### src/rtl/hazard_pkg.sv
// ----------------------------------------------------------------------------
// hazard_pkg
//   Shared types and defaults for the decode/execute issue scoreboard.
//   slot_t      : one in-flight writer record {valid, rd, write, is_load}
//   DEPTH_DEF   : number of tracked slots after decode (EX, MEM, WB)
//   ALU_READY_DEF / LOAD_READY_DEF : lowest slot index from which a result
//                 can be forwarded for non-load / load producers
//   REG_ZERO    : architectural zero register address
// ----------------------------------------------------------------------------
package hazard_pkg;

    localparam int DEPTH_DEF      = 3;
    localparam int ALU_READY_DEF  = 0;
    localparam int LOAD_READY_DEF = 1;

    localparam int          REG_ADDR_W = 5;
    localparam logic [4:0]  REG_ZERO   = 5'd0;

    typedef struct packed {
        logic       valid;
        logic [4:0] rd;
        logic       write;
        logic       is_load;
    } slot_t;

    // Lowest slot index at which a producer's value can be forwarded.
    function automatic int ready_index(input logic is_load,
                                       input int   alu_ready,
                                       input int   load_ready);
        return is_load ? load_ready : alu_ready;
    endfunction

endpackage

### src/rtl/hazard_scoreboard_lookup.sv
// ----------------------------------------------------------------------------
// scoreboard_lookup
//   Resolves one decode source operand against the in-flight slot array.
//   Finds the youngest (lowest index) slot that writes the source register
//   and reports whether that producer's value is not yet forwardable.
// Ports
//   slots        in  DEPTH x slot_t  tracker contents, index 0 = EX
//   src_address  in  5               source register address
//   src_used     in  1               instruction actually reads the source
//   not_ready    out 1               youngest producer cannot forward yet
// ----------------------------------------------------------------------------
module scoreboard_lookup
    import hazard_pkg::*;
#(
    parameter int DEPTH      = DEPTH_DEF,
    parameter int ALU_READY  = ALU_READY_DEF,
    parameter int LOAD_READY = LOAD_READY_DEF
) (
    input  slot_t [DEPTH-1:0] slots,
    input  logic  [4:0]       src_address,
    input  logic              src_used,
    output logic              not_ready
);

    logic             src_live;
    logic [DEPTH-1:0] match;

    assign src_live = src_used && (src_address != REG_ZERO);

    always_comb begin
        for (int k = 0; k < DEPTH; k++) begin
            match[k] = src_live && slots[k].valid && slots[k].write
                       && (slots[k].rd == src_address);
        end
    end

    // Only the youngest match decides; a ready younger producer hides an
    // older one because its value is the architecturally newer one.
    always_comb begin
        logic found;
        found     = 1'b0;
        not_ready = 1'b0;
        for (int k = 0; k < DEPTH; k++) begin
            if (!found && match[k]) begin
                found     = 1'b1;
                not_ready = (k < ready_index(slots[k].is_load,
                                             ALU_READY, LOAD_READY));
            end
        end
    end

endmodule

### src/rtl/hazard_scoreboard.sv
// ----------------------------------------------------------------------------
// hazard_scoreboard
//   Issue controller between decode and execute. Keeps a DEPTH-slot shift
//   tracker of in-flight register writers (slot 0 = EX, DEPTH-1 = WB) and
//   stalls decode on RAW hazards that forwarding cannot cover.
//   Priority each cycle: hold_i > flush_i > hazard > normal issue.
// Ports
//   clk_i, rst_i           clock, synchronous active-high reset
//   dec_valid_i            decode holds a valid instruction
//   dec_rs1/rs2_address_i  source registers, dec_rs1/rs2_used_i read flags
//   dec_rd_address_i       destination, dec_rd_write_i writes rd
//   dec_is_load_i          instruction is a load
//   hold_i                 downstream stall, freezes the tracker
//   flush_i                kill the instruction in decode
//   issue_o                decode instruction enters EX this cycle
//   dec_stall_o            decode/fetch hold their registers
//   stall_count_o          hazard-stall cycle counter (wraps)
// ----------------------------------------------------------------------------
module hazard_scoreboard
    import hazard_pkg::*;
#(
    parameter int DEPTH      = DEPTH_DEF,
    parameter int ALU_READY  = ALU_READY_DEF,
    parameter int LOAD_READY = LOAD_READY_DEF
) (
    input  logic        clk_i,
    input  logic        rst_i,
    input  logic        dec_valid_i,
    input  logic [4:0]  dec_rs1_address_i,
    input  logic [4:0]  dec_rs2_address_i,
    input  logic        dec_rs1_used_i,
    input  logic        dec_rs2_used_i,
    input  logic [4:0]  dec_rd_address_i,
    input  logic        dec_rd_write_i,
    input  logic        dec_is_load_i,
    input  logic        hold_i,
    input  logic        flush_i,
    output logic        issue_o,
    output logic        dec_stall_o,
    output logic [31:0] stall_count_o
);

    slot_t [DEPTH-1:0] slots;
    slot_t             new_slot;
    logic              rs1_not_ready;
    logic              rs2_not_ready;
    logic              hazard;
    logic [31:0]       stall_count;

    scoreboard_lookup #(
        .DEPTH      (DEPTH),
        .ALU_READY  (ALU_READY),
        .LOAD_READY (LOAD_READY)
    ) u_lookup_rs1 (
        .slots       (slots),
        .src_address (dec_rs1_address_i),
        .src_used    (dec_rs1_used_i),
        .not_ready   (rs1_not_ready)
    );

    scoreboard_lookup #(
        .DEPTH      (DEPTH),
        .ALU_READY  (ALU_READY),
        .LOAD_READY (LOAD_READY)
    ) u_lookup_rs2 (
        .slots       (slots),
        .src_address (dec_rs2_address_i),
        .src_used    (dec_rs2_used_i),
        .not_ready   (rs2_not_ready)
    );

    assign hazard = dec_valid_i && (rs1_not_ready || rs2_not_ready);

    // Writes to x0 are recorded as non-writers so they can never match.
    always_comb begin
        new_slot         = '0;
        new_slot.valid   = dec_valid_i;
        new_slot.rd      = dec_rd_address_i;
        new_slot.write   = dec_rd_write_i && (dec_rd_address_i != REG_ZERO);
        new_slot.is_load = dec_is_load_i;
    end

    always_comb begin
        issue_o     = 1'b0;
        dec_stall_o = 1'b0;
        if (hold_i) begin
            dec_stall_o = 1'b1;
        end else if (flush_i) begin
            dec_stall_o = 1'b0;
        end else if (hazard) begin
            dec_stall_o = 1'b1;
        end else begin
            issue_o = dec_valid_i;
        end
    end

    // The tracker advances every cycle that is not held; a flushed or
    // stalled instruction becomes a bubble in EX while older writers keep
    // moving toward retirement.
    always_ff @(posedge clk_i) begin
        if (rst_i) begin
            slots       <= '0;
            stall_count <= '0;
        end else if (!hold_i) begin
            for (int i = DEPTH - 1; i > 0; i--) begin
                slots[i] <= slots[i-1];
            end
            if (flush_i || hazard) begin
                slots[0] <= '0;
            end else begin
                slots[0] <= new_slot;
            end
            if (!flush_i && hazard) begin
                stall_count <= stall_count + 32'd1;
            end
        end
    end

    assign stall_count_o = stall_count;

endmodule
### config.mk
export PLATFORM = sky130hd
export DESIGN_NAME = hazard_scoreboard
export DESIGN_NICKNAME = d
export VERILOG_FILES = /design/src/rtl/hazard_pkg.sv /design/src/rtl/hazard_scoreboard_lookup.sv /design/src/rtl/hazard_scoreboard.sv
export SDC_FILE = /design/constraint.sdc
export NUM_CORES = 1
export LEC_CHECK = 0
export ABC_AREA = 1
export CORE_AREA = 2 2 72 74
export DETAILED_ROUTE_END_ITERATION = 7
export DIE_AREA = 0 0 74 76
export PLACE_DENSITY = 0.84
export SYNTH_ARGS = -nofsm -noshare
export SYNTH_HDL_FRONTEND = slang
export SYNTH_SLANG_ARGS = --single-unit
### constraint.sdc
create_clock -name clk_i -period 2.75 [get_ports clk_i]
set_input_delay 0.4125 -clock clk_i [delete_from_list [all_inputs] [get_ports clk_i]]
set_output_delay 0.4125 -clock clk_i [all_outputs]
set_load 0.02 [all_outputs]
==> summary.md, run 1 <==
| Metric | Value |
|---|---|
| H-tree depth | `2` |
| WP data arrival | `2.10 ns` |
| Via count | `2951` |
| Final Hold Viols | `0` |
| Post-synthesis compound-gate area fraction | `under 10%` |
| Starting Density | `between 50% and 60%` |
| Total gr overflow | `0` |
| Most frequent cells in the layout | `nand2_1 (113), inv_1 (58), clkdlybuf4s50_1 (55)` |
| XOR/XNOR Fraction of Synth Area | `1.69%` |
| R2R Setup Slk | `just over 0.7 ns` |
| Final Slew Violations | `0` |
| CTS tree | `yes` |
| Antenna cell count | `0` |
| Post-synthesis mux area share | `0%` |
| Placer Congestion | `0.959` |
| Final Setup Violations | `0` |
| Yosys warning count | `0` |
| Most common cell after layout, fill and taps aside | `nand2_1` |
| Total of flip-flops plus latches after synthesis | `40` |
| Final worst-path cycle share | `91.5%` |
| Nets | `517` |
| Reg clk slew, reported paths | `0.08 ns` |
| Ports | `58` |
| Achievable Freq | `between 300 and 400 MHz` |
| # DRC | `0` |
| Post-synthesis cell count | `420` |
| Power density over the cells | `326 nW/um^2` |
| Critical path's largest stage delay | `0.50 ns` |
| DR WL/cell | `about 13 um` |
| Die height | `76 um` |
| Skew final | `0.00735 ns` |
| R2r worst-path depth | `11` |
| Synth Area in Adders | `0.481%` |
| Routed Antenna Nets | `0` |
| Worst setup startpoint | `dec_rs2_address_i[0]` |
| Most used cell, CP | `nand2_1` |
| Rows | `26` |
| Crit-path cells | `clkdlybuf4s50_1 > inv_1 > nand2_1 > nand2_1 > nor2_1 > nand4_1 > nand2_2 > nand2_1 > inv_1 > nand2_1 > o21ai_0 > dlygate4sd1_1` |
| Syn Std Cell Area | `roughly 2600 sq um` |
| Peak supply drop | `0.277 mV` |
| Share of layout cells above drive strength 1 | `9.33%` |
| Worst-Skew Late Latency | `0.29 ns` |
| Fin cells | `between 500 and 600` |
| Fin Hold WS | `~0.50 ns` |
| Post-synth top area share | `30.8%` |
| I/O Buffers | `57` |
| Crit path required time | `around 2.3 ns` |
| Cell variety after synth | `36` |
| EDFF count, synth | `0` |
| Worst R2R End | `stall_count_o[30]` |
| Register area share after synthesis | `30.8%` |
| Total CTS buffers | `5` |
| CTS Buffer Depth | `2` |
| Post-synth top area cell | `dfxtp_1` |
| Die area | `5620 sq um` |
| Slowest cell on crit path | `clkdlybuf4s50_1` |
| Setup TNS | `0 ns` |
| Area of the core | `4910 sq um` |
| Syn Area/Cell | `6.19 sq um` |
| Clk root buf | `clkbuf_8` |
| Setup Fix Bufs, Post-CTS | `0` |
| Sink Count | `40` |
| Hold Path Class | `flip-flop to flip-flop` |
| FF-to-FF Start | `stall_count_o[1]` |
| Number of max-cap violations | `0` |
| Initial DRC count | `129` |
| Simple-gate share of the synthesized area | `46.9%` |
| Fillers | `444` |
| DR WL met2 | `3620 um` |
| Pre-antenna DRT Iters | `5` |
| Status | `completed` |
| Crit end category | `primary output` |
| Top cells by area, synth | `dfxtp_1 (31%), nand2_1 (16%), inv_1 (8.4%)` |
| Antenna violations before repair | `0` |
| GRT Util Overall | `27.4%` |
| Top routing layer used | `met4` |
| Global-route wire length before repair | `12300 um` |
| Critical path type | `input pin to primary output` |
| Unrepaired setup endpoints after global routing | `no` |
| Leak Pwr | `around 0.0014 uW` |
| Hold buffers post-CTS | `0` |
| End of the critical path | `dec_stall_o` |
| Routed wire length | `7390 um` |
| Worst slew pin tran | `0.514 ns` |
| Tmin final | `~2.5 ns` |
| Async SR Flop Fraction | `0%` |
| Critical Path Start Type | `input pin` |
| Rel. slew slack | `about two thirds` |
| Placed Cells | `between 500 and 600` |
| Main synth FF type | `dfxtp_1` |
| Wire length on met1 | `2980 um` |
| Tot Pwr | `between 1000 and 1500 uW` |
| DR WL met3 | `524 um` |
| Largest net degree at the start of global routing | `23` |
| Vias per inst | `around 5.2` |
| Max FO, Critical Path | `3` |
| Vias in the first global route | `2789` |
| Die width | `74 um` |
| DP HPWL | `5670 um` |
| Main combinational cell family by area after synthesis | `simple AND/OR/NAND/NOR gates` |
| Synthesized Nets | `445` |
| Area growth from synthesis to layout | `31.5%` |
## metrics by stage
step / utilization (%) / setup slack (ns) / cell area, sq um
3_5_place_dp: 67.7 / -0.0370 / 3320
2_1_floorplan: - / 0.670 / 2600
3_3_place_gp: 67.7 / -0.00663 / 3320
4_1_cts: 69.5 / 0.0503 / 3420
6_report: 69.6 / 0.233 / 3420
5_1_grt: 69.6 / 0.00170 / 3420
## cells in the mapped netlist (2+ instances only)
library cell / instances
buf_2: 3
o21ai_0: 15
nand4_1: 21
clkbuf_1: 2
and3_1: 2
nand2_1: 113
xor2_1: 3
nand3b_1: 3
nor3_4: 2
inv_1: 58
xnor2_1: 2
nand3_1: 28
nand3_2: 3
nor3b_1: 2
nor2_1: 52
nor2_4: 2
nor2_2: 5
buf_6: 2
dfxtp_1: 40
a21oi_1: 27
nor4_1: 2
a21oi_2: 2
inv_2: 4
nor3_1: 15
## power breakdown
group	internal [uW]	switching, uW	leakage (uW)	total (uW)
registers	583	4.81	0.000323	588
clock network	200	206	0.0000510	406
logic	58.2	62.8	0.00102	121
## registers in the layout (all words and copies together), names as in the netlist
register       flops
stall_count_o     32
slots              8
## logic make-up (layout without fill, tap and decap cells)
kind of cell,Yosys count,count (layout)
AOI/OAI and AO/OA,46,46
xor gates and xnor gates,5,5
and+or+nand+nor,258,258
DFF,40,40
buffers and inverters,70,143
adders and majority gates,1,1
## layer usage
layer  vias up  global-route usage, %
li1       1502                      -
met1      1303                   33.1
met2       125                   46.5
met3        21                   4.76
met4         0                   12.2
met5         -                      0
## layout make-up
cell class	instances	area [sq um]	area share, %
well taps	70	87.6	2.56
clock buffers	6	82.6	2.42
multi-input cells	310	1520	44.4
clock inverters	2	10.0	0.293
repair buffers	72	684	20.0
inverters	63	236	6.92
flip-flops and latches	40	801	23.4
## what timing repair did
item	4_1_cts	5_1_grt
endpoints found under the setup margin	1	2
pin swaps	0	0
gates resized for setup	1	3
## worst min path at each step
stage	start	slack, ns	endpoint	depth (start not counted)
4_1_cts	slots[6]	0.50	slots[6]	2
6_report	slots[6]	0.50	slots[6]	2
2_1_floorplan	slots[6]	0.46	slots[6]	2
3_5_place_dp	stall_count_o[6]	0.49	stall_count_o[6]	2
3_3_place_gp	slots[1]	0.48	slots[1]	2
5_1_grt	slots[6]	0.53	slots[6]	2
## worst max-delay path: cells and delay by family
kind	cells	cell delay, ns
AO/OA/AOI/OAI	1	0.13
AND/OR/NAND/NOR	7	0.61
buffers and inverters	4	0.95
Power figures use the tool's default switching activity.
==> run 2, diff against run 1 <==
CORE_AREA = 2 2 77 79   (was 2 2 72 74)
CTS_CLUSTER_DIAMETER = 150   (was default)
DIE_AREA = 0 0 79 81   (was 0 0 74 76)
GPL_TIMING_DRIVEN = 0   (was default)
PLACE_DENSITY = 0.82   (was 0.84)
SYNTH_HIERARCHICAL = 1   (was default)
==> run 2 against run 1 <==
- fmax down 2.3%
- critical path type unchanged
- clock-buffer cell count up 2
- final cell count down 2.7%
==> summary.md, run 2 <==
| Metric | Value |
|---|---|
| Status | `completed` |
| Slowest cell on crit path | `clkdlybuf4s50_1` |
| Synthesized Nets | `433` |
| Worst setup startpoint | `dec_rs1_address_i[2]` |
| Via count | `2698` |
| GRT Util Overall | `approximately a fifth` |
| DR WL/cell | `11.6 um` |
| # DRC | `0` |
| Critical path's largest stage delay | `0.47 ns` |
| Hold_sp | `hold_i` |
| Syn Area/Cell | `5.98 sq um` |
| Ports | `58` |
| Max FO, Critical Path | `3` |
| Number of max-cap violations | `0` |
| Vias per inst | `4.92` |
| Yosys warning count | `6` |
| Worst-Skew Late Latency | `0.29 ns` |
| DP HPWL | `roughly 4800 um` |
| Final Hold Viols | `0` |
| Global-route wire length before repair | `around 10000 um` |
| Total CTS buffers | `5` |
| Placer Congestion | `0.902` |
| Leak Pwr | `0.00118 uW` |
| R2R Setup Slk | `0.73 ns` |
| Final WS setup | `roughly 0.17 ns` |
| Routed wire length | `6330 um` |
| Crit-path cells | `clkdlybuf4s50_1 > inv_1 > nand2_1 > nand2_1 > nor2_2 > nand3_1 > nor2_1 > inv_1 > nand2_1 > nand2_1 > o21ai_0 > dlygate4sd2_1` |
| CTS tree | `yes` |
| Hold Path Class | `input pin to flip-flop` |
| Critical Path Start Type | `input pin` |
| Placement Setup Slack | `-0.437 ns` |
| I/O Buffers | `56` |
| Most used cell, CP | `nand2_1` |
| Peak supply drop | `0.180 mV` |
| Nets | `between 400 and 500` |
| Area of the core | `around 5700 sq um` |
| Register area | `801 sq um` |
| Total gr overflow | `0` |
| Worst slew pin tran | `0.554 ns` |
| Syn Std Cell Area | `2440 sq um` |
| Die height | `81 um` |
| Vias in the first global route | `around 2500` |
| Skew final | `0.00821 ns` |
| Initial DRC count | `173` |
| Critical path type | `input pin to primary output` |
| FF-to-FF Start | `slots[4]` |
| Crit end category | `primary output` |
| Tmin final | `around 2.6 ns` |
| Die width | `~79 um` |
| Die area | `6400 sq um` |
| Fillers | `560` |
| Antenna cell count | `0` |
| CTS Buffer Depth | `2` |
| Antenna violations before repair | `0` |
| Power density over the cells | `346 nW/um^2` |
| Clk root buf | `clkbuf_8` |
| Final worst-path cycle share | `93.6%` |
| Reg clk slew, reported paths | `0.07 ns` |
| Fin Hold WS | `0.453 ns` |
| Placed Cells | `539` |
| Final Slew Violations | `0` |
| Final Core Density | `56.4%` |
| WP data arrival | `2.16 ns` |
| Post-synthesis cell count | `408` |
| Unrepaired setup endpoints after global routing | `no` |
| Crit path required time | `2.34 ns` |
| Rel. slew slack | `62.8%` |
| Area growth from synthesis to layout | `31.2%` |
| Most frequent cells in the layout | `nand2_1 (122), nor2_1 (80), clkdlybuf4s50_1 (54)` |
| Pre-antenna DRT Iters | `4` |
| Share of layout cells above drive strength 1 | `6.55%` |
| Final Setup Violations | `0` |
| Max reg flops | `32` |
| Fin cells | `548` |
| Achievable Freq | `slightly below 400 MHz` |
| Starting Density | `43.0%` |
| Largest net degree at the start of global routing | `12` |
| H-tree depth | `2` |
| Rows | `28` |
| Sink Count | `40` |
| Area of the multi-input gates | `1400 sq um` |
| Routed Antenna Nets | `0` |
| Most common cell after layout, fill and taps aside | `nand2_1` |
-- run 2: cell count changes in the layout (fill, tap and decap cells not counted), moves of 3 or more --
| cell | before | now |
|---|---|---|
| nor2_1 | 52 | 80 |
| buf_4 | 15 | 1 |
| nand4_1 | 21 | 8 |
| clkbuf_1 | 0 | 9 |
| nand2_1 | 113 | 122 |
| nor3_1 | 15 | 6 |
| inv_1 | 58 | 50 |
| nor2_4 | 2 | 7 |
| a21oi_1 | 27 | 24 |
| nand3_1 | 28 | 25 |
| nand3b_1 | 3 | 0 |
| nor2_2 | 5 | 8 |
| xor2_1 | 3 | 0 |
-- run 2: layer usage --
| metal | GRT usage, % | wire (um) |
|---|---|---|
| met1 | 25.4 | 2830 |
| met2 | 36.5 | 2990 |
| met3 | 2.11 | 386 |
| met4 | 7.24 | 125 |
| met5 | 0 | 0 |
-- run 2: layout make-up --
| type | count | area share, % |
|---|---|---|
| multi-input combinational | 306 | 43.8 |
| clock buffer | 8 | 2.81 |
| buffer | 9 | 1.52 |
| sequential | 40 | 25.0 |
| timing repair buffer | 57 | 17.7 |
| tap | 75 | 2.93 |
| inverter | 53 | 6.22 |
-- run 2: critical path: cells and delay by family --
kind	cells	cell delay (ns)
buffers and inverters	4	0.94
AND/OR/NAND/NOR	7	0.66
AO/OA/AOI/OAI	1	0.14
-- run 2: what timing repair did --
item                                    in CTS  in global routing
pin swaps                                    1                  0
resized for setup                            4                  1
buffers inserted                             1                  0
hold buffers                                 0                  0
endpoints found under the setup margin       2                  1
-- run 2: final timing paths --
path                                          end  cells after the start
worst min register to register   stall_count_o[1]                      2
worst max register to register  stall_count_o[22]                     14
worst max-delay path                  dec_stall_o                     12
worst min-delay path                     slots[7]                      4
-- run 2: per-stage QoR --
stage	total power, uW	cell area (sq um)	TNS, ns
2_1_floorplan	657	2440	0
3_3_place_gp	708	3090	-0.392
3_5_place_dp	711	3090	-0.485
4_1_cts	1110	3200	0
5_1_grt	1140	3200	0
6_report	1110	3200	0
-- run 2: where the power goes --
group | switching [uW] | internal [uW]
logic | 55.1 | 52.7
registers | 7.04 | 586
clock network | 203 | 205
